==> config.mk <==
export PLATFORM = sky130hd
export DESIGN_NAME = parity_mem_ctrl
export DESIGN_NICKNAME = d
export VERILOG_FILES = /design/src/rtl/parity_mem_pkg.sv /design/src/rtl/pmc_rr_arb.sv /design/src/rtl/parity_mem_ctrl.sv
export SDC_FILE = /design/constraint.sdc
export NUM_CORES = 1
export LEC_CHECK = 0
export CORE_ASPECT_RATIO = 1.25
export CORE_UTILIZATION = 45
export CTS_BUF_LIST = sky130_fd_sc_hd__clkbuf_8 sky130_fd_sc_hd__clkbuf_16
export CTS_CLUSTER_SIZE = 12
export DETAILED_ROUTE_END_ITERATION = 8
export DONT_BUFFER_PORTS = 1
export PLACE_DENSITY = 0.62
export REMOVE_ABC_BUFFERS = 1
export SLEW_MARGIN = 10
export SYNTH_ARGS = -nofsm -noshare
export SYNTH_HDL_FRONTEND = slang
export SYNTH_SLANG_ARGS = --single-unit
==> constraint.sdc <==
create_clock -name clk_i -period 2.8 [get_ports clk_i]
set_input_delay 0.42 -clock clk_i [delete_from_list [all_inputs] [get_ports clk_i]]
set_output_delay 0.42 -clock clk_i [all_outputs]
set_load 0.05 [all_outputs]
==> src/rtl/parity_mem_pkg.sv <==
// rtl/parity_mem_pkg.sv - shared types and helpers for the parity memory controller
package parity_mem_pkg;

  // Controller sequencing states
  typedef enum logic [2:0] {
    ST_IDLE,
    ST_WRITE,
    ST_READ,
    ST_CHECK,
    ST_RESP
  } state_e;

  // Requester identifiers, also the encoding of the round-robin LAST pointer
  localparam logic ID_A = 1'b0;
  localparam logic ID_B = 1'b1;

  // Even parity over one data byte
  function automatic logic parity8(input logic [7:0] d);
    return ^d;
  endfunction

endpackage

==> src/rtl/pmc_rr_arb.sv <==
// rtl/pmc_rr_arb.sv - two-way round-robin arbiter with LAST pointer
module pmc_rr_arb
  import parity_mem_pkg::*;
(
  input  logic       clk_i,
  input  logic       rst_ni,
  input  logic       req_a_i,
  input  logic       req_b_i,
  input  logic       en_i,
  output logic [1:0] gnt_o
);

  logic last_q;
  logic last_d;

  // Pick a winner when enabled; a tie goes to the requester not served last
  always_comb begin
    gnt_o  = 2'b00;
    last_d = last_q;
    if (en_i) begin
      if (req_a_i && req_b_i) begin
        gnt_o = (last_q == ID_B) ? 2'b01 : 2'b10;
      end else if (req_a_i) begin
        gnt_o = 2'b01;
      end else if (req_b_i) begin
        gnt_o = 2'b10;
      end
      if (gnt_o[0]) begin
        last_d = ID_A;
      end else if (gnt_o[1]) begin
        last_d = ID_B;
      end
    end
  end

  // LAST starts at B so that A wins the first tie after reset
  always_ff @(posedge clk_i or negedge rst_ni) begin
    if (!rst_ni) begin
      last_q <= ID_B;
    end else begin
      last_q <= last_d;
    end
  end

endmodule

==> src/rtl/parity_mem_ctrl.sv <==
// rtl/parity_mem_ctrl.sv - arbitrated sequencer for the parity-protected byte memory
module parity_mem_ctrl
  import parity_mem_pkg::*;
#(
  parameter int AW        = 4,
  parameter int MAX_RETRY = 1,
  parameter int CNT_W     = 8
) (
  input  logic             clk_i,
  input  logic             rst_ni,
  input  logic             a_req_i,
  input  logic             a_we_i,
  input  logic [AW-1:0]    a_addr_i,
  input  logic [7:0]       a_wdata_i,
  output logic             a_ack_o,
  output logic [7:0]       a_rdata_o,
  output logic             a_perr_o,
  input  logic             b_req_i,
  input  logic             b_we_i,
  input  logic [AW-1:0]    b_addr_i,
  input  logic [7:0]       b_wdata_i,
  output logic             b_ack_o,
  output logic [7:0]       b_rdata_o,
  output logic             b_perr_o,
  output logic             mem_rd_o,
  output logic             mem_wr_o,
  output logic [AW-1:0]    mem_addr_o,
  output logic [7:0]       mem_din_o,
  output logic             mem_pin_o,
  input  logic [7:0]       mem_dout_i,
  input  logic             mem_pout_i,
  input  logic             err_clr_i,
  output logic [CNT_W-1:0] err_cnt_o
);

  // Retry counter needs at least one bit even when retry is disabled
  localparam int RW = (MAX_RETRY < 1) ? 1 : $clog2(MAX_RETRY + 1);
  localparam logic [RW-1:0] RETRY_LIMIT = RW'(MAX_RETRY);

  state_e           state_q;
  logic             gnt_id_q;
  logic [RW-1:0]    retry_q;
  logic             a_ack_q, b_ack_q;
  logic             a_perr_q, b_perr_q;
  logic [7:0]       a_rdata_q, b_rdata_q;
  logic             mem_rd_q, mem_wr_q, mem_pin_q;
  logic [AW-1:0]    mem_addr_q;
  logic [7:0]       mem_din_q;
  logic [CNT_W-1:0] err_cnt_q;

  logic [1:0]       gnt;
  logic             sel_we;
  logic [AW-1:0]    sel_addr;
  logic [7:0]       sel_wdata;
  logic             rd_err;

  pmc_rr_arb u_arb (
    .clk_i   (clk_i),
    .rst_ni  (rst_ni),
    .req_a_i (a_req_i),
    .req_b_i (b_req_i),
    .en_i    (state_q == ST_IDLE),
    .gnt_o   (gnt)
  );

  // Operands of whichever requester wins this cycle
  assign sel_we    = gnt[1] ? b_we_i    : a_we_i;
  assign sel_addr  = gnt[1] ? b_addr_i  : a_addr_i;
  assign sel_wdata = gnt[1] ? b_wdata_i : a_wdata_i;

  // Stored byte plus stored parity must have even weight
  assign rd_err = parity8(mem_dout_i) ^ mem_pout_i;

  // Sequencer: grant and capture, strobe memory, check/retry reads, respond, count errors
  always_ff @(posedge clk_i or negedge rst_ni) begin
    if (!rst_ni) begin
      state_q    <= ST_IDLE;
      gnt_id_q   <= ID_A;
      retry_q    <= '0;
      a_ack_q    <= 1'b0;
      b_ack_q    <= 1'b0;
      a_perr_q   <= 1'b0;
      b_perr_q   <= 1'b0;
      a_rdata_q  <= '0;
      b_rdata_q  <= '0;
      mem_rd_q   <= 1'b0;
      mem_wr_q   <= 1'b0;
      mem_pin_q  <= 1'b0;
      mem_addr_q <= '0;
      mem_din_q  <= '0;
      err_cnt_q  <= '0;
    end else begin
      case (state_q)
        ST_IDLE: begin
          if (gnt != 2'b00) begin
            gnt_id_q   <= gnt[1] ? ID_B : ID_A;
            mem_addr_q <= sel_addr;
            mem_din_q  <= sel_wdata;
            mem_pin_q  <= parity8(sel_wdata);
            if (sel_we) begin
              mem_wr_q <= 1'b1;
              state_q  <= ST_WRITE;
            end else begin
              mem_rd_q <= 1'b1;
              state_q  <= ST_READ;
            end
          end
        end
        ST_WRITE: begin
          mem_wr_q <= 1'b0;
          if (gnt_id_q == ID_B) b_ack_q <= 1'b1;
          else                  a_ack_q <= 1'b1;
          state_q <= ST_RESP;
        end
        ST_READ: begin
          mem_rd_q <= 1'b0;
          state_q  <= ST_CHECK;
        end
        ST_CHECK: begin
          if (rd_err && (retry_q < RETRY_LIMIT)) begin
            retry_q  <= retry_q + RW'(1);
            mem_rd_q <= 1'b1;
            state_q  <= ST_READ;
          end else begin
            if (gnt_id_q == ID_B) begin
              b_ack_q   <= 1'b1;
              b_rdata_q <= mem_dout_i;
              b_perr_q  <= rd_err;
            end else begin
              a_ack_q   <= 1'b1;
              a_rdata_q <= mem_dout_i;
              a_perr_q  <= rd_err;
            end
            if (rd_err && (err_cnt_q != '1)) begin
              err_cnt_q <= err_cnt_q + CNT_W'(1);
            end
            state_q <= ST_RESP;
          end
        end
        ST_RESP: begin
          a_ack_q <= 1'b0;
          b_ack_q <= 1'b0;
          retry_q <= '0;
          state_q <= ST_IDLE;
        end
        default: begin
          state_q <= ST_IDLE;
        end
      endcase
      // A clear overrides a same-cycle increment
      if (err_clr_i) begin
        err_cnt_q <= '0;
      end
    end
  end

  assign a_ack_o    = a_ack_q;
  assign b_ack_o    = b_ack_q;
  assign a_rdata_o  = a_rdata_q;
  assign b_rdata_o  = b_rdata_q;
  assign a_perr_o   = a_perr_q;
  assign b_perr_o   = b_perr_q;
  assign mem_rd_o   = mem_rd_q;
  assign mem_wr_o   = mem_wr_q;
  assign mem_addr_o = mem_addr_q;
  assign mem_din_o  = mem_din_q;
  assign mem_pin_o  = mem_pin_q;
  assign err_cnt_o  = err_cnt_q;

endmodule

==> flow_metrics.tcl, run 1 <==
set metrics [dict create \
    vias 1634 \
    crit_path_top_delay_cell "dfrtp_1" \
    critPathMaxFanout 5 \
    vdd_drop_max_mv 0.601 \
    cts_setup_buffers 0 \
    clock_latency_ns 0.30 \
    grt_first_pass_wirelength_um 7890 \
    cts.path.max_buffers 2 \
    period_share_pct 81.8 \
    cp_top_family "multiplexers" \
    wirelength_um 4720 \
    ant_nets 0 \
    ys_top_cells_by_area "dfrtp_1 49%, mux2_2 8.3%, mux2i_1 7.0%" \
    netlist.area_leader.share_pct 49.1 \
    cts_tree "yes" \
    yosys-top-cells-count "48 x dfrtp_1, 29 x a21oi_1, 24 x nor2_1" \
    fmax_mhz 437 \
    power.density_mw_per_mm2 1240 \
    grt-ovfl-total 0 \
    cts-buffers-inserted 5 \
    routedWlPerCell_um 16.0 \
    total_power_mw 3.34 \
    drc 0 \
    num_antenna_cells 0 \
    antenna_found_initial 0 \
    initial_utilization_pct 47.5 \
    start_kind "flip-flop" \
    ys_seq_area_share_pct 50.2 \
    die_w_um 68.0 \
    worst-path-buf-inv 0 \
    area_growth_pct 10.1 \
    place_congestion 0.710 \
    grt_use_total_pct 18.0 \
    io_buffers 0 \
    synthCells 224 \
    holdWs_ns 0.171 \
    fillers 485 \
    drive_above_1_share_pct 17.1 \
    dr.first_iter.drc_count 70 \
    clk_pin_slew_ns 0.09 \
    synth_cell_types 39 \
    report.final.slew_viol_count 0 \
    critical-path-max-stage-delay_ns 0.59 \
    rsz0062_at_grt "no" \
    synth-main-ff-cell "dfrtp_1" \
    min_period_ns 2.29 \
    drtPass1Iterations 4 \
    root_buffer "clkbuf_8" \
    end_kind "flip-flop" \
    vias_per_cell 5.52 \
    finClkSkew_ns 0.00819 \
    slew-limit-headroom_pct 62.0 \
    worstPathRequired_ns 2.98 \
    tightest_slew_ns 0.570 \
    criticalPathCategory "flip-flop to flip-flop" \
    tns_ns 0 \
    core_mm2 0.00515 \
    rows 29 \
    synth_top_area_cell "dfrtp_1" \
    cts_sinks 49 \
    synth.yosys.warnings 0 \
    die_height_um 84.5 \
    p_leak_nw 1.24 \
    cts_max_level 2 \
    cts.repair.resized 0 \
    die-area_mm2 0.00574 \
    outcome "finished clean" \
    avgSynthCellArea_um2 10.9 \
    num_io_pins 83 \
    hold_path.class "primary input to flip-flop" \
    grt_max_degree 50 \
    pre_cts_slack_ns 0.536 \
    hold_violations 0 \
    synth_most_common_cell "dfrtp_1" \
    cp_cell_sequence "and3_2, a311o_1, mux2i_1, nand4_1, mux2_2" \
    ys_async_sr_fraction_pct 100 \
    fin_ws_ns 0.510 \
    crit_arrival_ns 2.47 \
    setup_violations 0 \
    synth_area_mm2 0.00245 \
    ys_ff_latch 49 \
    nets 274 \
    dp_hpwl_um 3410 \
    drv_cap 0 \
    grt_pass1_vias 1763 \
    synth_edf_count 0 \
]
==> kinds of logic (layout without fill, tap and decap cells) <==
logic type      after synthesis  after routing  share of synthesized area [%]
fa+ha+maj                     1              1                          0.511
flops                        49             49                           50.2
compound gates               51             51                           12.1
buf+inv                      14             24                           2.20
xor+xnor                     21             21                           9.25
mux                          36             36                           15.8
simple gates                 52             52                           9.97
==> final cells by class <==
class / instances / area, µm² / area share (%)
Multi-Input combinational cell: 161 / 1170 / 43.4
Clock inverter: 1 / 5.00 / 0.186
Inverter: 6 / 22.5 / 0.836
Sequential cell: 49 / 1230 / 45.5
Timing Repair Buffer: 10 / 97.6 / 3.62
Clock buffer: 7 / 96.3 / 3.57
Tap cell: 62 / 77.6 / 2.88
==> sequential cells by signal (all words and copies together) (netlist names), 3 cells and up <==
name	count
err_cnt_o	8
a_rdata_o	8
mem_addr_o	4
mem_din_o	8
state_q	3
b_rdata_o	8
==> timing repair <==
| action | 4_1_cts | 5_1_grt |
|---|---|---|
| hold endpoints to repair | 49 | 0 |
| setup endpoints to repair | 0 | 0 |
| hold buffers | 2 | 0 |
==> power breakdown <==
part           switching (mW)  internal, mW
Combinational           0.393         0.396
Sequential               1.11         0.991
Clock                   0.228         0.224
==> routing by layer <==
layer | GRT usage [%] | share of wire, %
met1 | 20.2 | 40
met2 | 31.6 | 51
met3 | 5.43 | 7.9
met4 | 5.68 | 1.3
met5 | 0 | 0
==> cell usage in the layout (no fill, tap or decap), types with 3 or more instances in the layout <==
master     n
buf_4      8
a31oi_1    3
a21oi_1   29
clkbuf_8   7
nor2_1    24
mux2i_1   17
xor2_1     5
or3_1      3
dfrtp_1   48
and2_1     3
o21ai_0    8
nand2_1    9
inv_1      6
xnor2_1   13
mux2_2    18
==> metrics by stage <==
| stage | utilization (%) | area [µm²] | std cells |
|---|---|---|---|
| 2_1_floorplan | - | 2420 | 216 |
| 3_3_place_gp | 49.6 | 2560 | 286 |
| 3_5_place_dp | 49.6 | 2560 | 286 |
| 4_1_cts | 52.3 | 2700 | 296 |
| 5_1_grt | 52.3 | 2700 | 296 |
| 6_report | 52.3 | 2700 | 296 |
==> final timing paths <==
path,start,slack [ns],to,depth (start not counted)
max in group asynchronous,rst_ni,1.88,u_arb.last_q$_DFFE_PN1P_,2
worst min-delay path,err_clr_i,0.17,err_cnt_o[1]$_DFFE_PN0P_,1
worst min register to register,u_arb.last_q$_DFFE_PN1P_,0.52,u_arb.last_q$_DFFE_PN1P_,2
min in group asynchronous,rst_ni,0.63,b_rdata_o[6]$_DFFE_PN0P_,2
worst max register to register,err_cnt_o[3]$_DFFE_PN0P_,0.51,err_cnt_o[7]$_DFFE_PN0P_,5
worst max-delay path,err_cnt_o[3]$_DFFE_PN0P_,0.51,err_cnt_o[7]$_DFFE_PN0P_,5
(Power assumes the default switching activity.)
==> inputs of run 2 (changes only) <==
clock period = 2.38 ns   (was 2.8 ns; I/O delays follow)
==> run 2 against run 1 <==
Combinational power up 27%. Global-route usage down 1.1 points. Maximum frequency up 5.5%. First-iteration DRC count down 31%. Cell area up 1.8%.
==> flow_metrics.tcl, run 2 (same netlist as run 1, synthesis figures left out) <==
set metrics [dict create \
    start_kind "flip-flop" \
    seq_area_mm2 0.00123 \
    num_io_pins 83 \
    rows 29 \
    grt_max_degree 50 \
    root_buffer "clkbuf_8" \
    die_w_um 68.0 \
    crit_path_top_delay_cell "or4_1" \
    hold_violations 0 \
    die_height_um 84.5 \
    period_share_pct 91.2 \
    outcome "finished clean" \
    power.density_mw_per_mm2 1440 \
    dpl-instance-area_mm2 0.00261 \
    tightest_slew_ns 0.517 \
    nets 281 \
    drive_above_1_share_pct 19.5 \
    cts-buffers-inserted 5 \
    critPathMaxFanout 9 \
    grt.busiest_layer "met2" \
    io_buffers 0 \
    initial_utilization_pct 47.5 \
    final_common_cell "dfrtp_1" \
    setup_violations 0 \
    swShare_pct 51.9 \
    grt_use_total_pct 16.9 \
    cts_sinks 49 \
    hold_path.class "primary input to flip-flop" \
    total_power_mw 3.95 \
    cts.path.max_buffers 2 \
    antenna_found_initial 0 \
    report.final.slew_viol_count 0 \
    drtPass1Iterations 4 \
    cts_max_level 2 \
    finClkSkew_ns 0.0117 \
    grtUsageMet3_pct 5.16 \
    area_growth_pct 12.1 \
    fillers 464 \
    cts_setup_buffers 0 \
    min_period_ns 2.17 \
    criticalPathCategory "flip-flop to flip-flop" \
    pre_cts_slack_ns 0.253 \
    slew-limit-headroom_pct 65.6 \
    num_antenna_cells 0 \
    multiInputGateArea_mm2 0.00117 \
    crit_arrival_ns 2.39 \
    drv_cap 0 \
    p_int_mw 1.90 \
    clock_latency_ns 0.30 \
    rsz0062_at_grt "no" \
    vias_per_cell 5.57 \
    use_met1_pct 19.3 \
    reg2reg_from "err_cnt_o[0]$_DFFE_PN0P_" \
    vias 1687 \
    final_area_mm2 0.00274 \
    drc 0 \
    grt-ovfl-total 0 \
    dp_cells 293 \
    routedWlPerCell_um 15.2 \
    tns_ns 0 \
    power_frac_clock_pct 13.1 \
    dr.first_iter.drc_count 48 \
    reg2reg_slack_ns 0.21 \
    clk_pin_slew_ns 0.09 \
    end_kind "flip-flop" \
    final_util_pct 53.2 \
    holdWs_ns 0.104 \
    pwr-share-seq_pct 61.6 \
    place_congestion 0.724 \
    vdd_drop_max_mv 0.899 \
    grtUsageMet2_pct 29.6 \
    critical-path-max-stage-delay_ns 0.40 \
    stdcell_count 303 \
    min-delay-start "err_clr_i" \
    ant_nets 0 \
    wirelength_um 4600 \
    dp_hpwl_um 3340 \
    cp_cell_sequence "ha_1, and3_2, a311o_1, mux2_4, or4_1, a21oi_1" \
    layout_common_cells "48 x dfrtp_1, 29 x a21oi_1, 24 x nor2_1" \
    worstPathRequired_ns 2.60 \
    fmax_mhz 461 \
    power_frac_comb_pct 25.4 \
    fin_ws_ns 0.209 \
    power_switching_mw 2.05 \
    grt_first_pass_wirelength_um 7480 \
    die-area_mm2 0.00574 \
    grt_pass1_vias 1714 \
    core_mm2 0.00515 \
    crit_path_start "err_cnt_o[0]$_DFFE_PN0P_" \
    p_leak_nw 1.28 \
    cts_tree "yes" \
]
==> run 2: path summary, 6_finish.rpt <==
kind | end | depth (start not counted)
max | err_cnt_o[6]$_DFFE_PN0P_ | 6
min | err_cnt_o[1]$_DFFE_PN0P_ | 1
max reg2reg | err_cnt_o[6]$_DFFE_PN0P_ | 6
min reg2reg | u_arb.last_q$_DFFE_PN1P_ | 2
max in group asynchronous | u_arb.last_q$_DFFE_PN1P_ | 2
min in group asynchronous | b_rdata_o[3]$_DFFE_PN0P_ | 2
==> run 2: routing by layer <==
metal	vias to the layer above	wire, µm	part of all wire [%]
met5	-	0	0
met4	0	53	1.2
met1	791	1890	41
met3	7	337	7.3
li1	818	-	-
met2	71	2320	50
==> run 2: final cells by class <==
type                    count  area share (%)
flip-flops and latches     49            44.8
multi-input cells         161            42.6
repair buffers             17            5.47
clock buffers               6            3.01
well taps                  62            2.83
inverters                   6           0.821
clock inverters             2           0.502
==> run 2: worst max-delay path: cells and delay by family (launching register included) <==
family,cells,cell delay [ns]
AOI/OAI and AO/OA,2,0.50
and+or+nand+nor,2,0.63
muxes,1,0.32
adders and majority gates,1,0.24
DFF,1,0.39
==> run 2: what timing repair did <==
action	CTS	global route
gates resized for setup	0	0
hold endpoints to repair	49	0
hold buffers	2	0
==> run 2: power groups by stage <==
stage,logic [mW],clock network [mW],registers [mW]
6_report,1.00,0.516,2.43
5_1_grt,1.12,0.565,2.49
4_1_cts,1.01,0.536,2.44
3_5_place_dp,0.987,0,2.45
3_3_place_gp,0.965,0,2.45
2_1_floorplan,0.734,0,2.44
==> inputs of run 3 (changes only) <==
--- a/constraint.sdc
+++ b/constraint.sdc
@@ -3,2 +3,2 @@
 set_output_delay 0.357 -clock clk_i [all_outputs]
-set_load 0.05 [all_outputs]
+set_load 0.01 [all_outputs]
==> run 3 against run 2 <==
Core utilization down 1.0 points. Cell count down 2.3%. Critical path depth unchanged. Count of clock-buffer cells in the layout unchanged. Hold slack worse by 0.0010 ns. Maximum frequency down 1.9%. Die area unchanged. Register-to-register slack worse by 0.04 ns. Total power down 22%. Critical endpoint unchanged. Largest power group unchanged.
==> flow_metrics.tcl, run 3 (same netlist as run 1, synthesis figures left out) <==
set metrics [dict create \
    outcome "finished clean" \
    grt-ovfl-total 0 \
    seq_area_mm2 0.00123 \
    grt_pass1_vias 1729 \
    multiInputGateArea_mm2 0.00117 \
    nets 274 \
    setup_violations 0 \
    tightest_slew_ns 0.412 \
    grt_use_total_pct 16.7 \
    num_antenna_cells 0 \
    report.final.slew_viol_count 0 \
    min_period_ns 2.21 \
    start_kind "flip-flop" \
    clk_pin_slew_ns 0.09 \
    reg2reg_from "err_cnt_o[1]$_DFFE_PN0P_" \
    rsz0062_at_grt "no" \
    vias_per_cell 5.53 \
    whs_path_depth 1 \
    reg2reg_depth 6 \
    place_congestion 0.745 \
    min-delay-start "err_clr_i" \
    area_growth_pct 9.92 \
    root_buffer "clkbuf_8" \
    io_buffers 0 \
    worstPathRequired_ns 2.60 \
    power.density_mw_per_mm2 1140 \
    drtPass1Iterations 4 \
    core_mm2 0.00515 \
    cts_max_level 2 \
    cts_setup_buffers 0 \
    cts-buffers-inserted 5 \
    finClkSkew_ns 0.0110 \
    die_w_um 68.0 \
    layout_common_cells "48 x dfrtp_1, 29 x a21oi_1, 24 x nor2_1" \
    drv_cap 0 \
    die-area_mm2 0.00574 \
    drc 0 \
    vias 1636 \
    reg2reg_slack_ns 0.17 \
    cts_tree "yes" \
    routedWlPerCell_um 15.4 \
    p_leak_nw 1.24 \
    num_io_pins 83 \
    ant_nets 0 \
    hold_end "err_cnt_o[1]$_DFFE_PN0P_" \
    drive_above_1_share_pct 17.1 \
    grt_first_pass_wirelength_um 7330 \
    dr.first_iter.drc_count 42 \
    reg2reg_to "err_cnt_o[6]$_DFFE_PN0P_" \
    dp_hpwl_um 3250 \
    rows 29 \
    crit_arrival_ns 2.43 \
    hold_violations 0 \
    cts.path.max_buffers 2 \
    criticalPathCategory "flip-flop to flip-flop" \
    hold_path.class "primary input to flip-flop" \
    clock_latency_ns 0.30 \
    final_common_cell "dfrtp_1" \
    critPathMaxFanout 9 \
    end_kind "flip-flop" \
    cts_sinks 49 \
    fmax_mhz 452 \
    period_share_pct 93.0 \
    slew-limit-headroom_pct 71.7 \
    wirelength_um 4550 \
    tns_ns 0 \
    initial_utilization_pct 47.5 \
    dpl-instance-area_mm2 0.00256 \
    die_height_um 84.5 \
    final_area_mm2 0.00269 \
    antenna_found_initial 0 \
    vdd_drop_max_mv 0.595 \
    fillers 475 \
    grt_max_degree 50 \
]
run 3: cell types whose count changed in the layout (fill, tap and decap cells not counted), sizes merged:
cell | previous run | this run
buf | 16 | 9
run 3: where the power goes:
group | total (mW) | switching (mW) | internal, mW
clock network | 0.509 | 0.273 | 0.236
registers | 1.56 | 0.374 | 1.19
logic | 0.989 | 0.495 | 0.493
run 3: routing by layer:
layer	up-vias	global-route usage [%]	wire length, µm	part of all wire [%]
met5	-	0	0	0
met3	5	4.89	373	8.2
met4	0	6.82	60	1.3
met2	66	28.1	2260	50
li1	801	-	-	-
met1	764	19.3	1850	41
run 3: worst max-delay path by stage:
stage / startpoint / endpoint / slack (ns) / cells after the start
3_3_place_gp: err_cnt_o[1]$_DFFE_PN0P_ / err_cnt_o[6]$_DFFE_PN0P_ / 0.22 / 6
3_5_place_dp: err_cnt_o[1]$_DFFE_PN0P_ / err_cnt_o[6]$_DFFE_PN0P_ / 0.18 / 6
4_1_cts: err_cnt_o[1]$_DFFE_PN0P_ / err_cnt_o[6]$_DFFE_PN0P_ / 0.16 / 6
2_1_floorplan: err_cnt_o[0]$_DFFE_PN0P_ / err_cnt_o[6]$_DFFE_PN0P_ / 0.24 / 6
6_report: err_cnt_o[1]$_DFFE_PN0P_ / err_cnt_o[6]$_DFFE_PN0P_ / 0.17 / 6
5_1_grt: err_cnt_o[1]$_DFFE_PN0P_ / err_cnt_o[6]$_DFFE_PN0P_ / 0.11 / 6
run 3: cell type report:
type                    count  share of cell area (%)
flip-flops and latches     49                    45.6
multi-input cells         161                    43.4
repair buffers             10                    3.63
clock buffers               6                    3.07
well taps                  62                    2.88
inverters                   6                   0.837
clock inverters             2                   0.512
run 3: per-stage QoR:
step	utilization, %	total power, mW	hold WS (ns)	instances	worst slack, ns
5_1_grt	52.2	3.29	0.0928	296	0.105
3_5_place_dp	49.6	2.56	0.0627	286	0.181
3_3_place_gp	49.6	2.53	0.0626	286	0.217
2_1_floorplan	-	2.29	0.0614	216	0.244
6_report	52.2	3.06	0.103	296	0.168
4_1_cts	52.2	3.11	0.0957	296	0.162
run 3: worst max-delay path, stage by stage (launching register included):
cell and delay (ns):
dfrtp_1 0.44, ha_1 0.24, and3_2 0.23, a311o_1 0.36, mux2_4 0.31, or4_1 0.40, a21oi_1 0.15
run 3: repair_timing:
item | CTS | global route
endpoints found under the hold margin | 49 | 0
hold buffers | 2 | 0
gates resized for setup | 0 | 0
